$ cat src/rtl/control_unit_pkg.sv
// Shared definitions for the control unit: opcodes, instruction field
// positions, FSM state encoding and the bundle of datapath controls.
package cu_pkg;

    // Default widths of the program counter and the instruction word
    localparam int DEF_PC_W    = 8;
    localparam int DEF_INSTR_W = 16;

    // Instruction field positions
    localparam int OP_MSB  = 15;
    localparam int OP_LSB  = 12;
    localparam int RD_MSB  = 11;
    localparam int RD_LSB  = 8;
    localparam int RA_MSB  = 7;
    localparam int RA_LSB  = 4;
    localparam int RB_MSB  = 3;
    localparam int RB_LSB  = 0;
    localparam int IMM_MSB = 7;
    localparam int IMM_LSB = 0;

    // Opcodes 0x0..0x9 are passed straight through to the ALU
    localparam logic [3:0] OP_ALU_LAST = 4'h9;
    localparam logic [3:0] OP_ALUI     = 4'hA;
    localparam logic [3:0] OP_LDI      = 4'hB;
    localparam logic [3:0] OP_JMP      = 4'hC;
    localparam logic [3:0] OP_BZ       = 4'hD;
    localparam logic [3:0] OP_BC       = 4'hE;
    localparam logic [3:0] OP_HALT     = 4'hF;

    // ALU operation code for addition
    localparam logic [3:0] OP_ADD = 4'h0;

    // Sequencer states
    typedef enum logic [2:0] {
        ST_IDLE,
        ST_FETCH,
        ST_DECODE,
        ST_EXECUTE,
        ST_HALT
    } cu_state_t;

    // Everything the sequencer drives into the datapath
    typedef struct packed {
        logic       alu_en;
        logic [3:0] alu_opcode;
        logic [7:0] imm_value;
        logic [3:0] write_addr;
        logic [3:0] ra_addr;
        logic [3:0] rb_addr;
        logic       write_en;
        logic       imm_flag;
    } dp_ctrl_t;

    // True for the register-register ALU opcodes
    function automatic logic is_alu_rr(input logic [3:0] op);
        return op <= OP_ALU_LAST;
    endfunction

endpackage

$ cat src/rtl/control_unit_if.sv
// Instruction-memory fetch bus: request/address out, valid/data back.
interface control_unit_if #(
    parameter int PC_W    = 8,
    parameter int INSTR_W = 16
) ();

    logic               imem_req;
    logic [PC_W-1:0]    imem_addr;
    logic               imem_valid;
    logic [INSTR_W-1:0] imem_data;

    // The control unit issues fetches
    modport master (
        output imem_req,
        output imem_addr,
        input  imem_valid,
        input  imem_data
    );

    // The instruction memory answers them
    modport slave (
        input  imem_req,
        input  imem_addr,
        output imem_valid,
        output imem_data
    );

endinterface

$ cat src/rtl/control_unit_instr_decoder.sv
// Purely combinational instruction decoder. Produces the datapath controls
// an instruction needs during its execute cycle, plus the classification
// bits the sequencer uses for branching, halting and flag capture. Gating to
// the execute cycle is done by the sequencer, not here.
module instr_decoder
    import cu_pkg::*;
(
    input  logic [15:0] ir,
    output dp_ctrl_t    ctrl,
    output logic        is_branch,
    output logic        is_halt,
    output logic        sets_flags
);

    logic [3:0] op;
    logic [3:0] rd;
    logic [3:0] ra;
    logic [3:0] rb;
    logic [7:0] imm;

    assign op  = ir[OP_MSB:OP_LSB];
    assign rd  = ir[RD_MSB:RD_LSB];
    assign ra  = ir[RA_MSB:RA_LSB];
    assign rb  = ir[RB_MSB:RB_LSB];
    assign imm = ir[IMM_MSB:IMM_LSB];

    // Map the opcode to controls; everything defaults to an idle datapath
    always_comb begin
        ctrl       = '0;
        is_branch  = 1'b0;
        is_halt    = 1'b0;
        sets_flags = 1'b0;

        if (is_alu_rr(op)) begin
            ctrl.alu_opcode = op;
            ctrl.write_addr = rd;
            ctrl.ra_addr    = ra;
            ctrl.rb_addr    = rb;
            ctrl.imm_flag   = 1'b0;
            ctrl.alu_en     = 1'b1;
            ctrl.write_en   = 1'b1;
            sets_flags      = 1'b1;
        end else begin
            case (op)
                OP_ALUI: begin
                    ctrl.alu_opcode = OP_ADD;
                    ctrl.write_addr = rd;
                    ctrl.ra_addr    = rd;
                    ctrl.imm_value  = imm;
                    ctrl.imm_flag   = 1'b1;
                    ctrl.alu_en     = 1'b1;
                    ctrl.write_en   = 1'b1;
                    sets_flags      = 1'b1;
                end
                OP_LDI: begin
                    ctrl.write_addr = rd;
                    ctrl.imm_value  = imm;
                    ctrl.alu_en     = 1'b0;
                    ctrl.write_en   = 1'b1;
                end
                OP_JMP, OP_BZ, OP_BC: begin
                    // The datapath ALU computes R[rd] + imm as the target
                    ctrl.alu_opcode = OP_ADD;
                    ctrl.ra_addr    = rd;
                    ctrl.imm_value  = imm;
                    ctrl.imm_flag   = 1'b1;
                    is_branch       = 1'b1;
                end
                OP_HALT: begin
                    is_halt = 1'b1;
                end
                default: begin
                    ctrl = '0;
                end
            endcase
        end
    end

endmodule

$ cat src/rtl/control_unit.sv
// Multi-cycle sequencer for the 8-bit register/ALU datapath. Fetches an
// instruction, spends one cycle in decode, drives the datapath for exactly
// one execute cycle, then advances or redirects the program counter.
module control_unit
    import cu_pkg::*;
#(
    parameter int PC_W    = DEF_PC_W,
    parameter int INSTR_W = DEF_INSTR_W
) (
    input  logic              clk,
    input  logic              rst_n,
    input  logic              start,
    control_unit_if.master    imem,
    output logic              alu_en,
    output logic [3:0]        alu_opcode,
    output logic [7:0]        imm_value,
    output logic [3:0]        write_addr,
    output logic [3:0]        ra_addr,
    output logic [3:0]        rb_addr,
    output logic              write_en,
    output logic              imm_flag,
    input  logic              alu_zero,
    input  logic              alu_carry,
    input  logic [7:0]        jump_target,
    output logic [PC_W-1:0]   pc,
    output logic              halted
);

    cu_state_t          state;
    cu_state_t          next_state;
    logic [INSTR_W-1:0] ir;
    logic               zero_flag;
    logic               carry_flag;
    logic [3:0]         ir_op;

    dp_ctrl_t           dec_ctrl;
    logic               is_branch;
    logic               is_halt;
    logic               sets_flags;
    logic               branch_taken;

    assign ir_op = ir[OP_MSB:OP_LSB];

    instr_decoder u_decoder (
        .ir         (ir[15:0]),
        .ctrl       (dec_ctrl),
        .is_branch  (is_branch),
        .is_halt    (is_halt),
        .sets_flags (sets_flags)
    );

    // State register; reset forces IDLE so imem_req drops without waiting for a clock
    always_ff @(posedge clk or negedge rst_n) begin
        if (!rst_n) begin
            state <= ST_IDLE;
        end else begin
            state <= next_state;
        end
    end

    // Next-state logic; start is only honoured in IDLE and HALT
    always_comb begin
        next_state = state;
        case (state)
            ST_IDLE: begin
                if (start) begin
                    next_state = ST_FETCH;
                end
            end
            ST_FETCH: begin
                if (imem.imem_valid) begin
                    next_state = ST_DECODE;
                end
            end
            ST_DECODE: begin
                next_state = ST_EXECUTE;
            end
            ST_EXECUTE: begin
                next_state = is_halt ? ST_HALT : ST_FETCH;
            end
            ST_HALT: begin
                if (start) begin
                    next_state = ST_FETCH;
                end
            end
            default: begin
                next_state = ST_IDLE;
            end
        endcase
    end

    // Branch condition evaluated against the flags latched by earlier ALU ops
    always_comb begin
        branch_taken = 1'b0;
        if (is_branch) begin
            case (ir_op)
                OP_JMP:  branch_taken = 1'b1;
                OP_BZ:   branch_taken = zero_flag;
                OP_BC:   branch_taken = carry_flag;
                default: branch_taken = 1'b0;
            endcase
        end
    end

    // Architectural state: pc, instruction register and ALU flags
    always_ff @(posedge clk or negedge rst_n) begin
        if (!rst_n) begin
            pc         <= '0;
            ir         <= '0;
            zero_flag  <= 1'b0;
            carry_flag <= 1'b0;
        end else begin
            case (state)
                ST_IDLE: begin
                    if (start) begin
                        pc <= '0;
                    end
                end
                ST_FETCH: begin
                    if (imem.imem_valid) begin
                        ir <= imem.imem_data;
                    end
                end
                ST_EXECUTE: begin
                    if (sets_flags) begin
                        zero_flag  <= alu_zero;
                        carry_flag <= alu_carry;
                    end
                    if (!is_halt) begin
                        if (branch_taken) begin
                            pc <= PC_W'(jump_target);
                        end else begin
                            pc <= pc + PC_W'(1);
                        end
                    end
                end
                ST_HALT: begin
                    if (start) begin
                        pc         <= '0;
                        zero_flag  <= 1'b0;
                        carry_flag <= 1'b0;
                    end
                end
                default: begin
                    pc <= pc;
                end
            endcase
        end
    end

    // Datapath controls are live only in EXECUTE so no stray register writes occur
    always_comb begin
        alu_en     = 1'b0;
        alu_opcode = '0;
        imm_value  = '0;
        write_addr = '0;
        ra_addr    = '0;
        rb_addr    = '0;
        write_en   = 1'b0;
        imm_flag   = 1'b0;
        if (state == ST_EXECUTE) begin
            alu_en     = dec_ctrl.alu_en;
            alu_opcode = dec_ctrl.alu_opcode;
            imm_value  = dec_ctrl.imm_value;
            write_addr = dec_ctrl.write_addr;
            ra_addr    = dec_ctrl.ra_addr;
            rb_addr    = dec_ctrl.rb_addr;
            write_en   = dec_ctrl.write_en;
            imm_flag   = dec_ctrl.imm_flag;
        end
    end

    assign imem.imem_req  = (state == ST_FETCH);
    assign imem.imem_addr = pc;
    assign halted         = (state == ST_HALT);

endmodule
$ cat src/flat_wrapper.sv
// flat-port wrapper written by rule: the top's interface ports become plain ports
module control_unit_flat import cu_pkg::*;
#(
    parameter int PC_W    = DEF_PC_W,
    parameter int INSTR_W = DEF_INSTR_W
)
  (clk, rst_n, start, alu_en, alu_opcode, imm_value, write_addr, ra_addr, rb_addr, write_en, imm_flag, alu_zero, alu_carry, jump_target, pc, halted, imem_imem_req, imem_imem_addr, imem_imem_valid, imem_imem_data);
  control_unit_if #(.PC_W(PC_W), .INSTR_W(INSTR_W)) imem_i ();
  input  logic clk;
  input  logic rst_n;
  input  logic start;
  output logic alu_en;
  output logic [3:0] alu_opcode;
  output logic [7:0] imm_value;
  output logic [3:0] write_addr;
  output logic [3:0] ra_addr;
  output logic [3:0] rb_addr;
  output logic write_en;
  output logic imm_flag;
  input  logic alu_zero;
  input  logic alu_carry;
  input  logic [7:0] jump_target;
  output logic [PC_W-1:0] pc;
  output logic halted;
  output wire logic [$bits(imem_i.imem_req)-1:0] imem_imem_req;
  output wire logic [$bits(imem_i.imem_addr)-1:0] imem_imem_addr;
  input wire logic [$bits(imem_i.imem_valid)-1:0] imem_imem_valid;
  input wire logic [$bits(imem_i.imem_data)-1:0] imem_imem_data;
  assign imem_imem_req = imem_i.imem_req;
  assign imem_imem_addr = imem_i.imem_addr;
  assign imem_i.imem_valid = imem_imem_valid;
  assign imem_i.imem_data = imem_imem_data;
  control_unit #(.PC_W(PC_W), .INSTR_W(INSTR_W)) u_core (.clk(clk), .rst_n(rst_n), .start(start), .imem(imem_i), .alu_en(alu_en), .alu_opcode(alu_opcode), .imm_value(imm_value), .write_addr(write_addr), .ra_addr(ra_addr), .rb_addr(rb_addr), .write_en(write_en), .imm_flag(imm_flag), .alu_zero(alu_zero), .alu_carry(alu_carry), .jump_target(jump_target), .pc(pc), .halted(halted));
endmodule
$ cat config.mk
export PLATFORM = sky130hd
export DESIGN_NAME = control_unit_flat
export DESIGN_NICKNAME = d
export VERILOG_FILES = /design/src/rtl/control_unit_pkg.sv /design/src/rtl/control_unit_if.sv /design/src/rtl/control_unit_instr_decoder.sv /design/src/rtl/control_unit.sv /design/src/flat_wrapper.sv
export SDC_FILE = /design/constraint.sdc
export NUM_CORES = 1
export LEC_CHECK = 0
export ABC_AREA = 1
export ABC_CLOCK_PERIOD_IN_PS = 1500
export CORE_ASPECT_RATIO = 0.6
export CORE_MARGIN = 3
export CORE_UTILIZATION = 43
export CTS_CLUSTER_DIAMETER = 120
export CTS_CLUSTER_SIZE = 14
export DETAILED_ROUTE_END_ITERATION = 8
export PLACE_DENSITY_LB_ADDON = 0.12
export SYNTH_ARGS = -nofsm -noshare
export SYNTH_HDL_FRONTEND = slang
export SYNTH_SLANG_ARGS = --single-unit
export TNS_END_PERCENT = 10
$ cat constraint.sdc
create_clock -name clk -period 1.5 [get_ports clk]
set_input_delay 0.3 -clock clk [delete_from_list [all_inputs] [get_ports clk]]
set_output_delay 0.3 -clock clk [all_outputs]
set_load 0.02 [all_outputs]
# Word level (Yosys, flattened, before mapping)
# Index checks and enable logic that the tools add are counted.
# op_classes
n_addsub,1
order_cmp,1
n_eq_ne,15
mux,37
n_reduce_logical,12
# ops
cell,n
$mux 8,6
$eq 4x4->1 const B,6
$mux 4,6
$pmux 8 s2,1
$mux 1,15
$mux 14,1
$pmux 3 s4,1
$mux 3,3
$add 8x1->8 const B,1
$eq 3x2->1 const B,2
$ne 2x1->1 const B,3
$reduce_and 3->1,2
$mux 5,1
$reduce_or 5->1,1
$le 4x4->1 const B,1
$ne 2x2->1 const B,2
$pmux 1 s2,2
$reduce_and 2->1,2
$reduce_bool 2->1,2
$reduce_or 2->1,2
$reduce_or 4->1,1
$eq 3x1->1 const B,1
$eq 3x3->1 const B,1
$logic_not 3->1,1
other kinds (2),2
# totals
ff_bits,29
input_bits,30

# Depth between registers and ports, before layout
# Gate-level depths: netlist of run 1.
# depth
ltp_word,8
depth_mapped,9

# By module
# A second synthesis of run 1 with hierarchy kept.
# unflattened
cells_unflattened,324
area_unflattened_um2,2110.8
# modules_own_cells
mod,instances,cells_per_inst,area_each_um2,seq_area_each_um2
control_unit,1,264,1829.3,725.7
instr_decoder,1,60,281.5,0.0

# Worst setup path before layout of run 1
# OpenSTA, ideal clock, no wires.
# synth_timing
kind,flip-flop to output port
start,reg u_core.ir[15]
end,out write_addr[0]
t_arrival_ps,1408
required_time_ps,1200
path_slack_ps,-208
stages_incl_launch_ff,6
cell_sequence,dfrtp_1 > nand2_4 > clkinv_2 > nor2_1 > inv_1 > nor2_1
# synth_between
elab_chain_cells,5
elab_cells_between_ends,7
cone_classes,order compare (1); eq/ne (2); mux (3); reduce/logical (1)
# synth_rtl
element,line,source
from (decl),control_unit.sv:31,logic [INSTR_W-1:0] ir;
from (signal assigned),control_unit.sv:121,ir <= imem.imem_data;
$eq 4x4->1,control_unit_instr_decoder.sv:44,case (op)
$reduce_or 2->1 (no line),--,
$mux 4,control_unit_instr_decoder.sv:44,
$mux 14 (*),control_unit_instr_decoder.sv:34,if (is_alu_rr(op)) begin
$mux 4 (*),control_unit.sv:161,if (state == ST_EXECUTE) begin
to (decl),flat_wrapper.sv:15,output logic [3:0] write_addr;
# Every way passes the cells marked *; elsewhere a longest branch is shown, timed or not.

# Worst setup path in the final report of run 1
# layout_timing
start,reg u_core.state[2]
end,out write_addr[0]
# layout_between
elab_chain_cells,2
# layout_rtl
element,line,source
from (decl),control_unit.sv:29,cu_state_t state;
from (signal assigned),control_unit.sv:57,state <= next_state;
$eq 3x2->1,control_unit.sv:161,
$mux 4,control_unit.sv:161,
# Every way passes these cells.

==> impl_metrics.tcl, run 1 <==
set metrics [dict create \
    ys_ff_latch 29 \
    cts_hold_buf 0 \
    rsz0062_at_grt "true" \
    overflow 0 \
    hold_slack_ns 0.378 \
    slew_violations 0 \
    r2r_slack_ns 0.07 \
    crit_path_end_kind "output port" \
    finalHoldViolCount 0 \
    required_ns 1.20 \
    cts_tree "yes" \
    synth-async-reset-ratio_pct 100 \
    p_seq_share_pct 24.4 \
    synth_most_common_cell "nand2_1" \
    setup_viol 28 \
    synthCells 258 \
    synth_edf_count 0 \
    synth.top_cells.by_area "dfrtp_1, nand2_1, nor2_1" \
    gr-usage-all-layers_pct 22.4 \
    antenna_found_initial 0 \
    synthFlopType "dfrtp_1" \
    clk_pin_slew_ns 0.06 \
    nFillCells 307 \
    powerDensity_nw_per_um2 1830 \
    io_pins 75 \
    cap_violations 0 \
    failed_checks "setup timing" \
    cts.sinks 29 \
    power.total_mw 5.45 \
    routed_via_density 4.80 \
    synth_top_area_share_pct 39.4 \
    syn_to_final_growth_pct 61.3 \
    rows 17 \
    critical_path_arrival_ns 1.47 \
    tns_ns -5.89 \
    syn_area_sq_um 1840 \
    antenna_cells 0 \
    slew_headroom_pct 77.7 \
    grt_pass1_vias 1889 \
    wl_per_cell_um 13.2 \
    critical_path_class "flop to output port" \
    place_inst 400 \
    setup_ws_ns -0.272 \
    drt_iter0_markers 125 \
    worstPathCellList "nor2_4 -> nand2_4 -> buf_4 -> nor2_4 -> inv_4 -> nor2_4 -> buf_6" \
    crit_top_cell "nor2_4" \
    status "complete, but fails checks" \
    pwr-share-clk_pct 12.1 \
    crit_fanout 4 \
    htree_levels 2 \
    cpPeakStageDelay_ns 0.41 \
    cp_slowest_cell "dfrtp_1" \
    drive_gt1_share_pct 30.7 \
    die_w_um 90.5 \
    p_sw_share_pct 47.5 \
    period_minus_slack_ns 1.77 \
    irDropWorstVdd_mv 0.910 \
    place_congestion 0.798 \
    portBuffers 74 \
    routed_wl_um 5430 \
    fin_cells 412 \
    clock_latency_ns 0.28 \
    tightest_slew_ns 0.335 \
    start_util_pct 47.3 \
    core_area_sq_um 3890 \
    grt_pass1_wl_um 9130 \
    grt_max_degree 34 \
    p_leak_nw 1.63 \
    fmax_mhz 564 \
    synth_cell_types 27 \
    comb_power_share_pct 63.5 \
    layout.nets 386 \
    drc 0 \
    root_buffer "clkbuf_8" \
    die_area_sq_um 5130 \
    cts_buffers 5 \
    post-route-period-util_pct 118 \
    avgSynthCellArea_sq_um 7.14 \
    fin_skew_ns 0.00639 \
    yosys.area.top_type "dfrtp_1" \
    yosysWarnings 0 \
    syn-num-nets 289 \
    detail-route-antenna-nets 0 \
    hp-class "input pin to async pin" \
    yosysSeqAreaShare_pct 39.4 \
    vias 1978 \
    die_h_um 56.7 \
    dr.pass1.iters 4 \
    cts_buffer_depth 2 \
    hpwl_um 3860 \
    switching_power_mw 2.59 \
    start_kind "flop" \
    power.internal_mw 2.86 \
    synth_commonest_cells "nand2_1, nor2_1, inv_1" \
    post-place-ws_ns -0.538 \
]
[flip-flops by register name, summed over array words and instances, names as in the netlist]
| signal | flops |
|---|---|
| u_core.carry_flag | 1 |
| u_core.imem.imem_addr | 8 |
| u_core.ir | 16 |
| u_core.state | 3 |
| u_core.zero_flag | 1 |
[logic make-up after synthesis]
| logic type | count (synthesis) | share of synthesized area, % |
|---|---|---|
| adder cells (fa/ha/maj) | 1 | 0.679 |
| XOR/XNOR | 1 | 0.476 |
| AND/OR/NAND/NOR | 141 | 36.2 |
| buffers and inverters | 59 | 14.8 |
| AO/OA/AOI/OAI | 27 | 8.42 |
| flip-flops | 29 | 39.4 |
[critical path, delay by kind of cell, from the launching register on]
| kind | cells | cell delay, ns |
|---|---|---|
| buf+inv | 3 | 0.35 |
| simple gates | 4 | 0.43 |
| flops | 1 | 0.41 |
[per-layer routing]
| layer | routed length, um | vias up | part of all wire [%] | track usage, % |
|---|---|---|---|---|
| li1 | - | 977 | - | - |
| met1 | 2430 | 915 | 45 | 29.8 |
| met2 | 2510 | 74 | 46 | 35.3 |
| met3 | 392 | 12 | 7.2 | 6.16 |
| met4 | 95 | 0 | 1.8 | 7.19 |
| met5 | 0 | - | 0 | 0 |
[path summary, 6_finish.rpt]
path | endpoint | from | cells after the start
max | write_addr[0] | u_core.state[2] | 7
min in group clk | u_core.ir[3] | u_core.ir[3] | 2
max reg2reg | u_core.imem.imem_addr[7] | u_core.state[2] | 9
max in group asynchronous | u_core.ir[15] | rst_n | 2
min | u_core.carry_flag | rst_n | 2
min reg2reg | u_core.ir[3] | u_core.ir[3] | 2
[metrics by stage]
| step | utilization [%] | area, sq um |
|---|---|---|
| after floorplan | - | 1870 |
| after global placement | 71.3 | 2780 |
| after detailed placement | 71.3 | 2780 |
| after CTS | 73.8 | 2870 |
| after global routing | 76.3 | 2970 |
| final | 76.3 | 2970 |
[power by group through the flow]
stage	sequential, mW	clock, mW	combinational, mW
after floorplan	1.37	0	1.89
after global placement	1.32	0	3.09
after detailed placement	1.33	0	3.17
after CTS	1.31	0.664	3.27
after global routing	1.37	0.704	3.77
final	1.33	0.657	3.46
[final cells by class]
class / count / area [sq um] / share of cell area (%)
multi-input cells: 170 / 971 / 32.7
repair buffers: 102 / 927 / 31.2
flip-flops and latches: 29 / 728 / 24.5
inverters: 47 / 188 / 6.32
clock buffers: 7 / 86.3 / 2.91
well taps: 57 / 71.3 / 2.40
[cells in the final DEF, fill, tap and decap left out, types with 7 or more instances in the layout]
master           synthesis  layout
nand3_1                 14      14
nand2_4                  6       7
a21oi_1                 16      16
nand2_1                 61      60
nor2_4                   2       8
buf_6                    2      14
inv_1                   41      38
nor2_1                  43      33
dlygate4sd2_1            0      16
dfrtp_1                 29      27
clkdlybuf4s50_1          0      29
buf_4                    9      40
[what timing repair did]
| action | CTS | global route |
|---|---|---|
| endpoints found under the setup margin | 45 | 37 |
| resized for setup | 177 | 25 |
| pin swaps | 1 | 3 |
| buffers inserted | 4 | 1 |
Note: power is estimated with default switching activity, not from simulation.
==> inputs of run 2 (changes only) <==
--- a/config.mk
+++ b/config.mk
@@ -14,6 +14,8 @@
 export CTS_CLUSTER_SIZE = 14
 export DETAILED_ROUTE_END_ITERATION = 8
 export PLACE_DENSITY_LB_ADDON = 0.12
+export SKIP_LAST_GASP = 1
+export SLEW_MARGIN = 10
 export SYNTH_ARGS = -nofsm -noshare
 export SYNTH_HDL_FRONTEND = slang
 export SYNTH_SLANG_ARGS = --single-unit
==> impl_metrics.tcl, run 2 (synthesis results as in run 1) <==
set metrics [dict create \
    place_inst 400 \
    routed_via_density 4.84 \
    start_util_pct 47.3 \
    cp_slowest_cell "dfrtp_1" \
    powerDensity_nw_per_um2 1870 \
    grt_max_degree 34 \
    critical_path_class "flop to output port" \
    layout.nets 386 \
    die_h_um 56.7 \
    rsz0062_at_grt "true" \
    drc 0 \
    io_pins 75 \
    critical_path_arrival_ns 1.48 \
    detail-route-antenna-nets 0 \
    required_ns 1.20 \
    cap_violations 0 \
    post-place-ws_ns -0.538 \
    status "complete, but fails checks" \
    grt_pass1_wl_um 8940 \
    start_kind "flop" \
    largest_reg_flops 16 \
    crit_end "write_addr[1]" \
    core_area_sq_um 3890 \
    rows 17 \
    cp_num_cells 7 \
    irDropWorstVdd_mv 0.887 \
    crit_top_cell "nor2_4" \
    crit_path_end_kind "output port" \
    portBuffers 74 \
    setup_viol 52 \
    cpPeakStageDelay_ns 0.41 \
    overflow 0 \
    cts.sinks 29 \
    rr_endpoint "u_core.imem.imem_addr[7]" \
    post-route-period-util_pct 119 \
    clock_latency_ns 0.28 \
    p_leak_nw 1.56 \
    worstPathCellList "nor2_4 -> nand2_4 -> buf_4 -> nor2_4 -> inv_4 -> nor2_4 -> buf_4" \
    drive_gt1_share_pct 28.5 \
    hp-class "input pin to async pin" \
    place_area_sq_um 2780 \
    htree_levels 2 \
    r2r-start "u_core.state[2]" \
    multi_input_comb_area_sq_um 955 \
    vias 1993 \
    antenna_cells 0 \
    period_minus_slack_ns 1.78 \
    seqCellArea_sq_um 727 \
    cts_tree "yes" \
    grt_pass1_vias 1863 \
    crit_buf_inv 3 \
    cts_buffer_depth 2 \
    wl_per_cell_um 13.0 \
    die_area_sq_um 5130 \
    routed_wl_um 5370 \
    final_cell_mix "nand2_1, clkdlybuf4s50_1, inv_1" \
    hold_slack_ns 0.380 \
    stdcell_area_sq_um 2890 \
    place_congestion 0.798 \
    die_w_um 90.5 \
    tightest_slew_ns 0.414 \
    cts_buffers 5 \
    hpwl_um 3860 \
    critPathTopFamily "simple AND/OR/NAND/NOR gates" \
    antenna_found_initial 0 \
    slew_violations 0 \
    crit_fanout 4 \
    fmax_mhz 562 \
    nFillCells 324 \
    dr.pass1.iters 4 \
    fin_cells 412 \
    worstSetupStartpoint "u_core.state[2]" \
    drt_iter0_markers 129 \
    syn_to_final_growth_pct 57.1 \
    clk_pin_slew_ns 0.06 \
    failed_checks "setup timing" \
    setup_ws_ns -0.279 \
    gr-usage-all-layers_pct 22.0 \
    slew_headroom_pct 72.4 \
    cts_hold_buf 0 \
    largest-register "u_core.ir" \
    r2r_slack_ns -0.09 \
    mostFrequentLayoutCell "nand2_1" \
    finalHoldViolCount 0 \
    root_buffer "clkbuf_8" \
    worstRegToRegCells 9 \
    fin_skew_ns 0.00548 \
]
run 2: changes by cell type in the layout (fill, tap and decap cells not counted), moves of 2 or more:
cell | before | now
buf_2 | 0 | 16
buf_6 | 14 | 3
buf_4 | 40 | 35
nor2_2 | 6 | 4
clkdlybuf4s50_1 | 29 | 45
nor3_1 | 1 | 3
nor2_1 | 33 | 36
dlygate4sd2_1 | 16 | 1
run 2: how the worst min path moves through the flow:
stage,from,to,slack [ns],depth (start not counted)
finish,rst_n,u_core.ir[12],0.38,2
global route,rst_n,u_core.ir[1],0.41,2
CTS,rst_n,u_core.ir[12],0.38,2
detailed placement,u_core.carry_flag,u_core.carry_flag,0.51,2
global placement,u_core.carry_flag,u_core.carry_flag,0.49,2
floorplan,rst_n,u_core.carry_flag,0.004,0
run 2: layer usage:
| layer | wire length, um | vias to the layer above | track usage [%] |
|---|---|---|---|
| met5 | 0 | - | 0 |
| met4 | 70 | 0 | 7.19 |
| met3 | 323 | 9 | 6.29 |
| met2 | 2550 | 73 | 33.7 |
| met1 | 2440 | 940 | 29.8 |
| li1 | - | 971 | - |
run 2: per-stage QoR:
stage          utilization [%]  TNS (ns)  total power [mW]
2_1_floorplan                -   -0.0562              3.25
3_3_place_gp              71.3    -11.26              4.41
3_5_place_dp              71.3    -12.20              4.50
4_1_cts                   72.5     -8.47              5.23
5_1_grt                   74.3    -12.91              5.80
6_report                  74.3     -9.09              5.42
run 2: power breakdown:
part           switching [mW]  total, mW  internal, mW
Combinational            2.03       3.42          1.40
Clock                   0.294      0.657         0.363
Sequential              0.240       1.33          1.09
Total                    2.56       5.42          2.85
run 2: layout make-up:
class	instances	area share (%)
repair buffers	102	29.9
multi-input cells	170	33.0
flip-flops and latches	29	25.1
well taps	57	2.47
clock buffers	7	2.98
inverters	47	6.49
run 2: what timing repair did:
| item | in CTS | in global routing |
|---|---|---|
| pin swaps | 1 | 4 |
| buffers inserted | 4 | 1 |
| setup endpoints to repair | 45 | 53 |
| gates resized for setup | 132 | 16 |
==> inputs of run 3 (changes only) <==
--- a/config.mk
+++ b/config.mk
@@ -7,12 +7,15 @@
 export LEC_CHECK = 0
 export ABC_AREA = 1
 export ABC_CLOCK_PERIOD_IN_PS = 1500
+export CELL_PAD_IN_SITES_DETAIL_PLACEMENT = 0
+export CELL_PAD_IN_SITES_GLOBAL_PLACEMENT = 1
 export CORE_ASPECT_RATIO = 0.6
 export CORE_MARGIN = 3
 export CORE_UTILIZATION = 43
 export CTS_CLUSTER_DIAMETER = 120
 export CTS_CLUSTER_SIZE = 14
 export DETAILED_ROUTE_END_ITERATION = 8
+export DONT_BUFFER_PORTS = 1
 export PLACE_DENSITY_LB_ADDON = 0.12
 export SKIP_LAST_GASP = 1
 export SLEW_MARGIN = 10
==> impl_metrics.tcl, run 3 (synthesis results as in run 1) <==
set metrics [dict create \
    status "complete, but fails checks" \
    failed_checks "setup timing" \
    holdPathEnd "u_core.state[0]" \
    core_area_sq_um 3890 \
    period_minus_slack_ns 1.75 \
    grt_pass1_vias 1554 \
    htree_levels 2 \
    switching_power_mw 2.35 \
    grt_pass1_wl_um 7560 \
    wl_per_cell_um 12.8 \
    vias 1686 \
    grt_max_degree 34 \
    p_leak_nw 1.34 \
    die_h_um 56.7 \
    die_area_sq_um 5130 \
    hold_start "imem_imem_valid" \
    tightest_slew_ns 0.456 \
    critical_path_class "flop to output port" \
    comb_power_share_pct 57.0 \
    start_util_pct 47.3 \
    syn_to_final_growth_pct 28.9 \
    pwr-share-clk_pct 14.5 \
    hpwl_um 3460 \
    slew_violations 0 \
    cts.sinks 29 \
    fmax_mhz 571 \
    critical_path_arrival_ns 1.45 \
    layout.nets 329 \
    antenna_cells 0 \
    largest_reg_flops 16 \
    p_sw_share_pct 48.5 \
    start_kind "flop" \
    root_buffer "clkbuf_8" \
    worstRegToRegCells 9 \
    drc 0 \
    setup_viol 28 \
    finalHoldViolCount 0 \
    power.total_mw 4.84 \
    r2r-start "u_core.state[0]" \
    required_ns 1.20 \
    clock_latency_ns 0.28 \
    portBuffers 0 \
    gr-usage-all-layers_pct 18.6 \
    power.internal_mw 2.49 \
    fin_cells 356 \
    detail-route-antenna-nets 0 \
    worstPathCellList "o21ai_4 -> inv_2 -> o211ai_4 -> nor2_1 -> buf_4" \
    r2r_slack_ns 0.15 \
    dr.pass1.iters 4 \
    io_pins 75 \
    routed_wl_um 4570 \
    drt_iter0_markers 94 \
    antenna_found_initial 0 \
    routed_via_density 4.74 \
    fin_skew_ns 0.00395 \
    overflow 0 \
    utilization_pct 61.0 \
    rows 17 \
    crit_fanout 8 \
    irDropWorstVdd_mv 1.03 \
    place_inst 344 \
    cts_buffer_depth 2 \
    largest-register "u_core.ir" \
    mostFrequentLayoutCell "nand2_1" \
    die_w_um 90.5 \
    powerDensity_nw_per_um2 2040 \
    slew_headroom_pct 69.6 \
    post-place-ws_ns -0.0411 \
    hold_depth 1 \
    clk_pin_slew_ns 0.06 \
    p_seq_share_pct 28.5 \
    cts_buffers 5 \
    hp-class "input pin to flop" \
    final_cell_mix "nand2_1, buf_4, inv_1" \
    cpPeakStageDelay_ns 0.45 \
    tns_ns -5.61 \
    place_congestion 0.764 \
    setup_ws_ns -0.252 \
    crit_path_end_kind "output port" \
    cap_violations 0 \
    rr_endpoint "u_core.imem.imem_addr[5]" \
    cts_tree "yes" \
    post-route-period-util_pct 117 \
    drive_gt1_share_pct 31.1 \
    rsz0062_at_grt "true" \
    cp_slowest_cell "dfrtp_2" \
]
[run 3: power groups by stage]
stage | Combinational [mW] | Clock, mW | Sequential (mW)
detailed placement | 2.55 | 0 | 1.37
finish | 2.76 | 0.703 | 1.38
floorplan | 1.89 | 0 | 1.37
CTS | 2.72 | 0.728 | 1.37
global route | 3.05 | 0.770 | 1.41
global placement | 2.54 | 0 | 1.36
[run 3: per-stage QoR]
step,hold WS [ns],area [sq um]
after floorplan,0.00441,1870
after global placement,0.00512,2160
after detailed placement,0.00544,2160
after CTS,0.118,2350
after global routing,0.127,2370
final,0.131,2370
[run 3: final cells by class]
class	count	area, sq um
clock inverter	1	5.00
tap	57	71.3
timing repair buffer	44	349
inverter	47	185
multi-input combinational	171	937
sequential	29	729
fill	367	1520
clock buffer	7	96.3
[run 3: how the worst max path moves through the flow]
| stage | cells after the start | slack, ns | endpoint | from |
|---|---|---|---|---|
| 6_report | 5 | -0.25 | imm_value[6] | u_core.ir[13] |
| 5_1_grt | 6 | -0.33 | ra_addr[3] | u_core.state[2] |
| 4_1_cts | 6 | -0.25 | ra_addr[2] | u_core.state[2] |
| 3_5_place_dp | 6 | -0.04 | ra_addr[0] | u_core.state[2] |
| 3_3_place_gp | 6 | 0.02 | ra_addr[1] | u_core.state[2] |
| 2_1_floorplan | 5 | -0.01 | ra_addr[0] | u_core.state[2] |
[run 3: worst max-delay path, delay by kind of cell (launching register included)]
family | cells | cell delay, ns
AOI/OAI and AO/OA | 2 | 0.39
buffers and inverters | 2 | 0.24
DFF | 1 | 0.45
and+or+nand+nor | 1 | 0.08
[run 3: what timing repair did]
action | CTS | global route
setup endpoints to repair | 28 | 28
hold buffers | 2 | 0
hold endpoints to repair | 29 | 0
setup buffers | 1 | 0
pin swaps | 4 | 2
resized for setup | 12 | 8
cloned | 1 | 0
[run 3: layer usage]
metal	share of wire, %	track usage, %	wire, um	vias to the layer above
li1	-	-	-	863
met1	51	27.4	2340	751
met2	39	24.8	1790	68
met3	8.9	6.83	405	4
met4	0.79	5.66	36	0
met5	0	0	0	-
